--- config.mk ---
export PLATFORM = sky130hd
export DESIGN_NAME = alu_control_md
export DESIGN_NICKNAME = d
export VERILOG_FILES = /design/src/rtl/alu_control_md.sv
export SDC_FILE = /design/constraint.sdc
export NUM_CORES = 1
export LEC_CHECK = 0
export BUFFER_PORTS_ARGS = -buffer_cell sky130_fd_sc_hd__buf_2
export CORE_AREA = 2 2 170 205
export CTS_CLUSTER_DIAMETER = 40
export DETAILED_ROUTE_END_ITERATION = 6
export DIE_AREA = 0 0 172 207
export PLACE_DENSITY = 0.71
export SYNTH_ARGS = -nofsm -noshare
export SYNTH_HDL_FRONTEND = slang
export SYNTH_SLANG_ARGS = --single-unit
--- constraint.sdc ---
create_clock -name clk -period 6.9 [get_ports clk]
set_input_delay 1.38 -clock clk [delete_from_list [all_inputs] [get_ports clk]]
set_output_delay 1.38 -clock clk [all_outputs]
set_load 0.02 [all_outputs]
--- src/rtl/alu_control_md.sv ---
// alu_control_md: ALU control decoder with an iterative multiply/divide
// sequencer and HI/LO registers.
//
// Parameters:
//   WIDTH  - operand and HI/LO width
//   REG_OP - 0: Operation is combinational, 1: Operation is registered
//            (one cycle of latency, reset value 4'b1111)
//
// Optional build macro: MD_EARLY_OUT_EN
//   When defined, a multiply finishes as soon as the remaining multiplier
//   bits are all zero (1..WIDTH cycles). Divide always takes WIDTH cycles.
//
// Ports:
//   clk, rst_n        clock, asynchronous active-low reset
//   valid             ALUOp/Funct/a/b carry a live instruction
//   ALUOp, Funct      operation class and funct field from main control
//   a, b              rs / rt operands
//   Operation         4-bit ALU operation code
//   md_sel            writeback select: 00 ALU, 01 HI, 10 LO
//   stall             hold the current instruction in place
//   md_busy           sequencer running
//   md_done           one-cycle pulse after HI/LO are updated
//   hi, lo            HI/LO registers
module alu_control_md #(
  parameter int unsigned WIDTH  = 32,
  parameter int unsigned REG_OP = 0
) (
  input  logic             clk,
  input  logic             rst_n,
  input  logic             valid,
  input  logic [1:0]       ALUOp,
  input  logic [5:0]       Funct,
  input  logic [WIDTH-1:0] a,
  input  logic [WIDTH-1:0] b,
  output logic [3:0]       Operation,
  output logic [1:0]       md_sel,
  output logic             stall,
  output logic             md_busy,
  output logic             md_done,
  output logic [WIDTH-1:0] hi,
  output logic [WIDTH-1:0] lo
);

  localparam int unsigned CW = $clog2(WIDTH + 1);
  localparam int unsigned PW = 2 * WIDTH;

  typedef enum logic {S_IDLE, S_RUN} state_e;

  state_e           state_q, state_d;
  logic [CW-1:0]    cnt_q, cnt_d;
  logic [WIDTH-1:0] acc_q, acc_d;     // partial product high half / remainder
  logic [WIDTH-1:0] lsr_q, lsr_d;     // multiplier+product low / dividend+quotient
  logic [WIDTH-1:0] opnd_q, opnd_d;   // |multiplicand| or |divisor|
  logic             mul_q, mul_d;
  logic             neg_q, neg_d;     // negate product / quotient
  logic             rneg_q, rneg_d;   // negate remainder
  logic             div0_q, div0_d;
  logic [WIDTH-1:0] hi_q, hi_d;
  logic [WIDTH-1:0] lo_q, lo_d;
  logic             done_q, done_d;

  logic [3:0] op_c;
  logic       alu_r_c, is_md_c, is_mf_c, start_c;

  // Operation decode; every ALUOp/Funct combination has a defined code.
  always_comb begin
    op_c = 4'b1111;
    case (ALUOp)
      2'b00: op_c = 4'b0010;
      2'b01: op_c = 4'b0110;
      2'b10: begin
        case (Funct)
          6'b100000, 6'b100001: op_c = 4'b0010;
          6'b100010, 6'b100011: op_c = 4'b0110;
          6'b100100:            op_c = 4'b0000;
          6'b100101:            op_c = 4'b0001;
          6'b100110:            op_c = 4'b0011;
          6'b100111:            op_c = 4'b1100;
          6'b101010:            op_c = 4'b0111;
          6'b101011:            op_c = 4'b1000;
          default:              op_c = 4'b1111;
        endcase
      end
      default: op_c = 4'b1111;
    endcase
  end

  generate
    if (REG_OP != 0) begin : g_op_reg
      logic [3:0] op_q;
      always_ff @(posedge clk or negedge rst_n) begin
        if (!rst_n) op_q <= 4'b1111;
        else        op_q <= op_c;
      end
      assign Operation = op_q;
    end else begin : g_op_comb
      assign Operation = op_c;
    end
  endgenerate

  // Writeback select for MFHI / MFLO.
  always_comb begin
    md_sel = 2'b00;
    if (ALUOp == 2'b10) begin
      if (Funct == 6'b010000)      md_sel = 2'b01;
      else if (Funct == 6'b010010) md_sel = 2'b10;
    end
  end

  assign alu_r_c = (ALUOp == 2'b10);
  assign is_md_c = (Funct[5:2] == 4'b0110);  // MULT/MULTU/DIV/DIVU
  assign is_mf_c = (Funct == 6'b010000) || (Funct == 6'b010010);
  assign start_c = valid && alu_r_c && is_md_c && (state_q == S_IDLE);
  assign md_busy = (state_q == S_RUN);
  // The issuing mult/div stalls in its start cycle too, so it retires once.
  assign stall   = valid && alu_r_c && (is_md_c || is_mf_c) && (md_busy || start_c);

  // Operand magnitudes and sign flags captured at start (Funct[0]=0: signed).
  logic             sa_c, sb_c;
  logic [WIDTH-1:0] abs_a_c, abs_b_c;
  assign sa_c    = ~Funct[0] & a[WIDTH-1];
  assign sb_c    = ~Funct[0] & b[WIDTH-1];
  assign abs_a_c = sa_c ? -a : a;
  assign abs_b_c = sb_c ? -b : b;

  // One radix-2 shift-add multiply step.
  logic [WIDTH:0]   mul_sum_c;
  logic [WIDTH-1:0] mul_acc_c, mul_lsr_c;
  assign mul_sum_c = {1'b0, acc_q} + (lsr_q[0] ? {1'b0, opnd_q} : {(WIDTH+1){1'b0}});
  assign mul_acc_c = mul_sum_c[WIDTH:1];
  assign mul_lsr_c = {mul_sum_c[0], lsr_q[WIDTH-1:1]};

  // One restoring-divide step; a zero divisor yields all-ones quotient, remainder = dividend.
  logic [WIDTH:0]   div_shift_c, div_diff_c;
  logic             qbit_c;
  logic [WIDTH-1:0] div_acc_c, div_lsr_c;
  assign div_shift_c = {acc_q, lsr_q[WIDTH-1]};
  assign div_diff_c  = div_shift_c - {1'b0, opnd_q};
  assign qbit_c      = ~div_diff_c[WIDTH];
  assign div_acc_c   = qbit_c ? div_diff_c[WIDTH-1:0] : div_shift_c[WIDTH-1:0];
  assign div_lsr_c   = {lsr_q[WIDTH-2:0], qbit_c};

  logic          last_c, early_c, finish_c;
  logic [PW-1:0] prod_raw_c, prod_c;
  assign last_c     = (cnt_q == CW'(WIDTH - 1));
  assign prod_raw_c = {mul_acc_c, mul_lsr_c};

`ifdef MD_EARLY_OUT_EN
  // Remaining multiplier bits sit in the low WIDTH-steps bits of lsr; once
  // they are zero the product only needs the outstanding right shift.
  int unsigned      steps_c;
  logic [WIDTH-1:0] rem_mask_c;
  assign steps_c    = 32'(cnt_q) + 32'd1;
  assign rem_mask_c = {WIDTH{1'b1}} >> steps_c;
  assign early_c    = mul_q && ((mul_lsr_c & rem_mask_c) == '0);
  assign prod_c     = prod_raw_c >> (WIDTH - steps_c);
`else
  assign early_c = 1'b0;
  assign prod_c  = prod_raw_c;
`endif

  assign finish_c = last_c || early_c;

  // Sign-corrected results written to HI/LO at the finishing edge.
  logic [PW-1:0]    prod_s_c;
  logic [WIDTH-1:0] quot_c, rem_c, res_hi_c, res_lo_c;
  assign prod_s_c = neg_q ? -prod_c : prod_c;
  assign quot_c   = div0_q ? {WIDTH{1'b1}} : (neg_q ? -div_lsr_c : div_lsr_c);
  assign rem_c    = rneg_q ? -div_acc_c : div_acc_c;
  assign res_hi_c = mul_q ? prod_s_c[PW-1:WIDTH] : rem_c;
  assign res_lo_c = mul_q ? prod_s_c[WIDTH-1:0] : quot_c;

  // Sequencer next-state logic.
  always_comb begin
    state_d = state_q;
    cnt_d   = cnt_q;
    acc_d   = acc_q;
    lsr_d   = lsr_q;
    opnd_d  = opnd_q;
    mul_d   = mul_q;
    neg_d   = neg_q;
    rneg_d  = rneg_q;
    div0_d  = div0_q;
    hi_d    = hi_q;
    lo_d    = lo_q;
    done_d  = 1'b0;
    case (state_q)
      S_IDLE: begin
        if (start_c) begin
          state_d = S_RUN;
          cnt_d   = '0;
          acc_d   = '0;
          mul_d   = ~Funct[1];
          neg_d   = sa_c ^ sb_c;
          rneg_d  = sa_c;
          div0_d  = (b == '0);
          if (!Funct[1]) begin
            opnd_d = abs_a_c;
            lsr_d  = abs_b_c;
          end else begin
            opnd_d = abs_b_c;
            lsr_d  = abs_a_c;
          end
        end
      end
      S_RUN: begin
        cnt_d = cnt_q + CW'(1);
        acc_d = mul_q ? mul_acc_c : div_acc_c;
        lsr_d = mul_q ? mul_lsr_c : div_lsr_c;
        if (finish_c) begin
          state_d = S_IDLE;
          hi_d    = res_hi_c;
          lo_d    = res_lo_c;
          done_d  = 1'b1;
        end
      end
      default: state_d = S_IDLE;
    endcase
  end

  always_ff @(posedge clk or negedge rst_n) begin
    if (!rst_n) begin
      state_q <= S_IDLE;
      cnt_q   <= '0;
      acc_q   <= '0;
      lsr_q   <= '0;
      opnd_q  <= '0;
      mul_q   <= 1'b0;
      neg_q   <= 1'b0;
      rneg_q  <= 1'b0;
      div0_q  <= 1'b0;
      hi_q    <= '0;
      lo_q    <= '0;
      done_q  <= 1'b0;
    end else begin
      state_q <= state_d;
      cnt_q   <= cnt_d;
      acc_q   <= acc_d;
      lsr_q   <= lsr_d;
      opnd_q  <= opnd_d;
      mul_q   <= mul_d;
      neg_q   <= neg_d;
      rneg_q  <= rneg_d;
      div0_q  <= div0_d;
      hi_q    <= hi_d;
      lo_q    <= lo_d;
      done_q  <= done_d;
    end
  end

  assign md_done = done_q;
  assign hi      = hi_q;
  assign lo      = lo_q;

endmodule

Word level (Yosys, flattened, before mapping):

Cells that the tools add are included.

* logic and storage cells: 88
* input bits: 75
* bits in registers: 172

* reduce and logical (&&, ||, !) cells: 14
* multiplexer cells: 30
* equality and inequality tests: 17
* add/sub/neg operators: 8
* bitwise operators: 7

Operators with widths (number)
* 32-bit two-way mux: 15
* 32-bit negator: 4
* 32-bit case mux with 2 select lines: 2
* 64-bit two-way mux: 1
* 64-bit negator: 1
* 6-bit == test, second input constant: 10
* 32-bit by 32-bit adder with 33-bit output: 1
* 33-bit by 32-bit subtractor with 33-bit output: 1
* 32-bit logical NOT: 1
* 4-bit case mux with 8 select lines: 1
* 6-bit by 5-bit == test with 1-bit output, second input constant: 3
* 4-bit case mux with 3 select lines: 1
* 6-bit case mux with 2 select lines: 1
* 6-bit by 1-bit adder with 6-bit output, second input constant: 1
* 2-bit two-way mux: 3
* 6-bit two-way mux: 1
* 1-bit logical AND: 5
* 4-bit by 3-bit == test with 1-bit output, second input constant: 1
* 1-bit two-way mux: 4
* 1-bit inverter: 4
* 2-bit AND reduction: 2
* 2-bit OR reduction: 2
* 1-bit logical OR: 3
* 1-bit bitwise AND: 2
* 6 further kinds: 6

Longest topological paths before layout:

* depth after elaboration: 6
* depth in mapped cells: 20
* gate-level depth less buffers: 18

Worst setup path after synthesis:

No wires, ideal clock.

* path kind: register to register
* start: register acc_q[24]
* end: register hi_q[30] (netlist: hi[30])
* stages on the path, launching flop included: 18
* arrival time: 4.839 ns
* setup slack: 1.974 ns
* data required time: 6.813 ns
* path buffers: 3
* path through: dfrtp_1 ha_1 buf_2 a21oi_1 o21ai_1 a221o_1 or3_1 o211a_4 inv_4 clkbuf_1 clkbuf_1 mux2i_1 ha_1 o211ai_4 or4_4 or4_1 mux2_1 a211oi_2

* longest elaborated chain between the ends: 5
* elaborated cells between the ends (all ways): 8
* classes of those cells: 4 x add/sub; 4 x mux

Ends and longest elaborated chain
* from (decl): RTL line 51 `logic [WIDTH-1:0] acc_q, acc_d;`
* from (signal assigned): RTL line 225 `acc_q <= '0;`
* from (signal assigned): RTL line 238 `acc_q <= acc_d;`
* 33-bit by 32-bit subtractor with 33-bit output: RTL line 138 `assign div_diff_c = div_shift_c - {1'b0, opnd_q};`
* 32-bit two-way mux: RTL line 140 `assign div_acc_c = qbit_c ? div_diff_c[WIDTH-1:0] : div_shift_c[WIDTH-1:0];`
* 32-bit negator: RTL line 169 `assign rem_c = rneg_q ? -div_acc_c : div_acc_c;`
* 32-bit two-way mux: RTL line 169
* 32-bit two-way mux (*): RTL line 170 `assign res_hi_c = mul_q ? prod_s_c[PW-1:WIDTH] : rem_c;`
* to (signal assigned): RTL line 245 `hi_q <= hi_d;`
* to (decl): RTL line 58 `logic [WIDTH-1:0] hi_q, hi_d;`

Mark *: on every way between the ends. The rest lies on a longest branch, timed or not.
A chain may end at the register's enable or synchronous reset.

Worst setup path after layout:

* start: register lsr_q[31]
* end: register hi_q[29] (netlist: hi[29])

* longest elaborated chain between the ends: 5
* elaborated cells between the ends (all ways): 7
* classes of those cells: 3 x add/sub; 4 x mux

Ends and longest elaborated chain
* from (decl): RTL line 52 `logic [WIDTH-1:0] lsr_q, lsr_d;`
* from (signal assigned): RTL line 239 `lsr_q <= lsr_d;`
* 33-bit by 32-bit subtractor with 33-bit output: RTL line 138
* 32-bit two-way mux: RTL line 140
* 32-bit negator: RTL line 169
* 32-bit two-way mux: RTL line 169
* 32-bit two-way mux (*): RTL line 170

Marked as above.

==> metrics.txt <==
ys flop type dfrtp_1; main combinational cell family by area after synthesis compound AO/OA/AOI/OAI gates; maximum fanout along the worst path 60; Mapped Nets 2492; layout cells sized above 1 between 10% and 20%; xor/xnor share of the synthesized area between 10% and 20%; Clock Sinks 172; Post-Synth Adder-Cell Area around 5.2%; synth cell count leaders 294 x nand2_1, 217 x nor2_1, 210 x o21ai_0; Die ar. 35600 um2; CTS Hold Buffers Added 0; run status completed; Initial DRT Pass Iterations 6; worst skew pair latency 490 ps; critical-path cell list inv_1 > ha_1 > inv_1 > fa_1 > nand3_1 > a21oi_1 > o211ai_1 > a21o_1 > o211a_4 > inv_4 > nor4_1 > o22ai_1 > or3_1 > o31ai_1 > mux2i_1 > o211ai_1; diode count 0; period utilization between 80% and 90%; DP HPWL 47300 um; top-count cell post-synth nand2_1; Total GRT Usage 35.3%; routed via count about 18000; Site Rows 74; # Post-CTS Setup Buffers 0; Synth async-reset ratio 100%; Final #Nets ~2500; wire per inst approximately 22 um; largest net degree at the start of global routing between 100 and 150; Critical-path top delay cell o31ai_1; final setup violation count 0; mux cell area share after synthesis ~5.2%; Period minus WS final between 5000 and 6000 ps; EDFF count, synth 0; Via density roughly 6.3; Max-Cap Viols 0; vias in the first global route about 18000; Setup Skew ~22 ps; endpoints failing hold 0; Initial DRC Count between 1000 and 1500; crit start category flip-flop; Post-Synth Simple-Gate Area between 20 and 25%; fmax 173 MHz; Synth area leaders dfrtp_1 24%, nand2_1 6.3%, o21ai_0 6.0%, xnor2_1 5.7%, a21oi_1 5.2%; VDD IR max between 0.2 and 0.3 mV; worst path required time 7270 ps; fin area 19000 um2; Num CTS Buffers 17; Syn Inst Count 2345; Post-Layout Cell Count between 2000 and 3000; Cell variety after synth 94; top-area cell type share of the netlist area between 20% and 30%; sequential area share after synthesis about a quarter; Placed Area 18400 um2; clock tree buffer depth 2; Power Dens Cells between 400 and 500 nW/um2; Register-to-Register Path Depth 16; Synth Cell Area between 15000 and 20000 um2; die width 172 um; Detail Route Antenna Nets 0; Largest stage delay, worst path about 1000 ps; Yosys top cell by area dfrtp_1; # fillers 3287; compound-gate portion of the synthesized area between 20% and 30%; Cells after DPL approximately 2800; CTS tree yes; post_cts resized 0; FF+latch count, synth 172; clock slew at reported path FFs around 90 ps; antenna violations before repair 2; Setup TNS 0 ps; Floorplan Core Area between 30000 and 40000 um2; relative slew slack 22.2%; critical path class flip-flop to flip-flop; leakage 8.16 nW; Routed Wire Length between 60000 and 70000 um; grt ovf 0; count of input and output buffers around 150; Initial Utilization between 50% and 60%; # DRC 0; Mean Syn Cell Area ~7.5 um2; Worst-Margin Slew about 1200 ps; Area growth, synth to finish 8.01%; RSZ-0062 raised after global routing no; first-pass GRT wire length slightly below 100000 um; Die Y-Extent 207 um; Worst Hold Path Cells 1; CP Capture Type flip-flop; CTS H-Tree Depth 4; synth warn 0; clk root buf clkbuf_16; # IOs 148; Hold Path Class flip-flop to flip-flop; CP Data Arrival Time roughly 6200 ps; RePlAce Congestion 1.00; Final Max Slew Viols 0
-- worst paths after layout --
kind	start	to	slack, ps
min	lo[17]	lo[17]	470
max	lsr_q[31]	hi[29]	1110
max in group asynchronous	rst_n	mul_q	4470
min in group asynchronous	rst_n	opnd_q[23]	910
min reg2reg	lo[17]	lo[17]	470
max reg2reg	lsr_q[31]	hi[29]	1110
-- logic make-up after synthesis --
| kind of cell | count (synthesis) |
|---|---|
| adder cells (fa/ha/maj) | 72 |
| flip-flops | 172 |
| AO/OA/AOI/OAI | 756 |
| buffers and inverters | 246 |
| multiplexers | 90 |
| AND/OR/NAND/NOR | 794 |
| XOR/XNOR | 215 |
-- metrics by stage --
stage	power [W]	hold slack (ps)	utilization [%]	setup WS, ps
2_1_floorplan	0.00543	445	-	1970
3_3_place_gp	0.00699	457	54.6	1720
3_5_place_dp	0.00704	460	54.6	1610
4_1_cts	0.00807	478	56.3	1590
5_1_grt	0.00881	487	56.3	818
6_report	0.00824	473	56.3	1110
-- layout by cell type, fill, tap and decap left out, drive strengths merged, types with 9 or more instances in the layout --
cell    synthesis  final
a31oi          14     14
and2           26     26
a21o           56     56
a211oi         85     85
or3            28     28
ha             70     70
inv            73     81
nor4           24     24
or2            12     12
xor2          100    100
o31ai          37     37
and3           16     16
nand2         294    294
mux2           17     17
nor2          217    217
or4            17     17
o21a           13     13
dfrtp         172    172
nor2b           9      9
clkbuf        132     17
nand4          35     35
nand3          30     30
xnor2         115    115
a221oi         38     38
a21oi         189    189
and4           10     10
clkinv          3      9
buf            38    163
mux2i          73     73
o211ai         30     30
nor3           45     45
o21ai         219    219
-- state kept, by name, indices dropped and copies added (netlist names) --
register	count
lo	32
md_busy	1
opnd_q	32
cnt_q	6
mul_q	1
rneg_q	1
hi	32
div0_q	1
md_done	1
acc_q	32
neg_q	1
lsr_q	32
-- power by group --
part           internal, W  total (W)  switching [W]
combinational      0.00189    0.00553        0.00364
sequential         0.00124    0.00169       0.000451
clock             0.000490    0.00102       0.000534
-- metal layers --
layer / wire, um / GRT usage, %
met1: 23000 / 38.4
met2: 30700 / 61.0
met3: 3170 / 6.27
met5: 23 / 0
met4: 5120 / 25.7
-- cell type report --
cell class	count	area, um2	share of cell area (%)
Sequential cell	172	4310	22.7
Timing Repair Buffer	163	865	4.55
Multi-Input combinational cell	1927	12400	65.1
Clock buffer	17	425	2.24
Tap cell	456	571	3.00
Clock inverter	15	171	0.903
Inverter	76	288	1.52
-- worst max-delay path, delay by kind of cell, from the launching register on --
| kind | cells | cell delay [ps] |
|---|---|---|
| fa+ha+maj | 2 | 590 |
| simple gates | 3 | 1180 |
| mux | 1 | 280 |
| compound gates | 7 | 2680 |
| flops | 1 | 440 |
| buf+inv | 3 | 440 |
(Power assumes the default switching activity.)
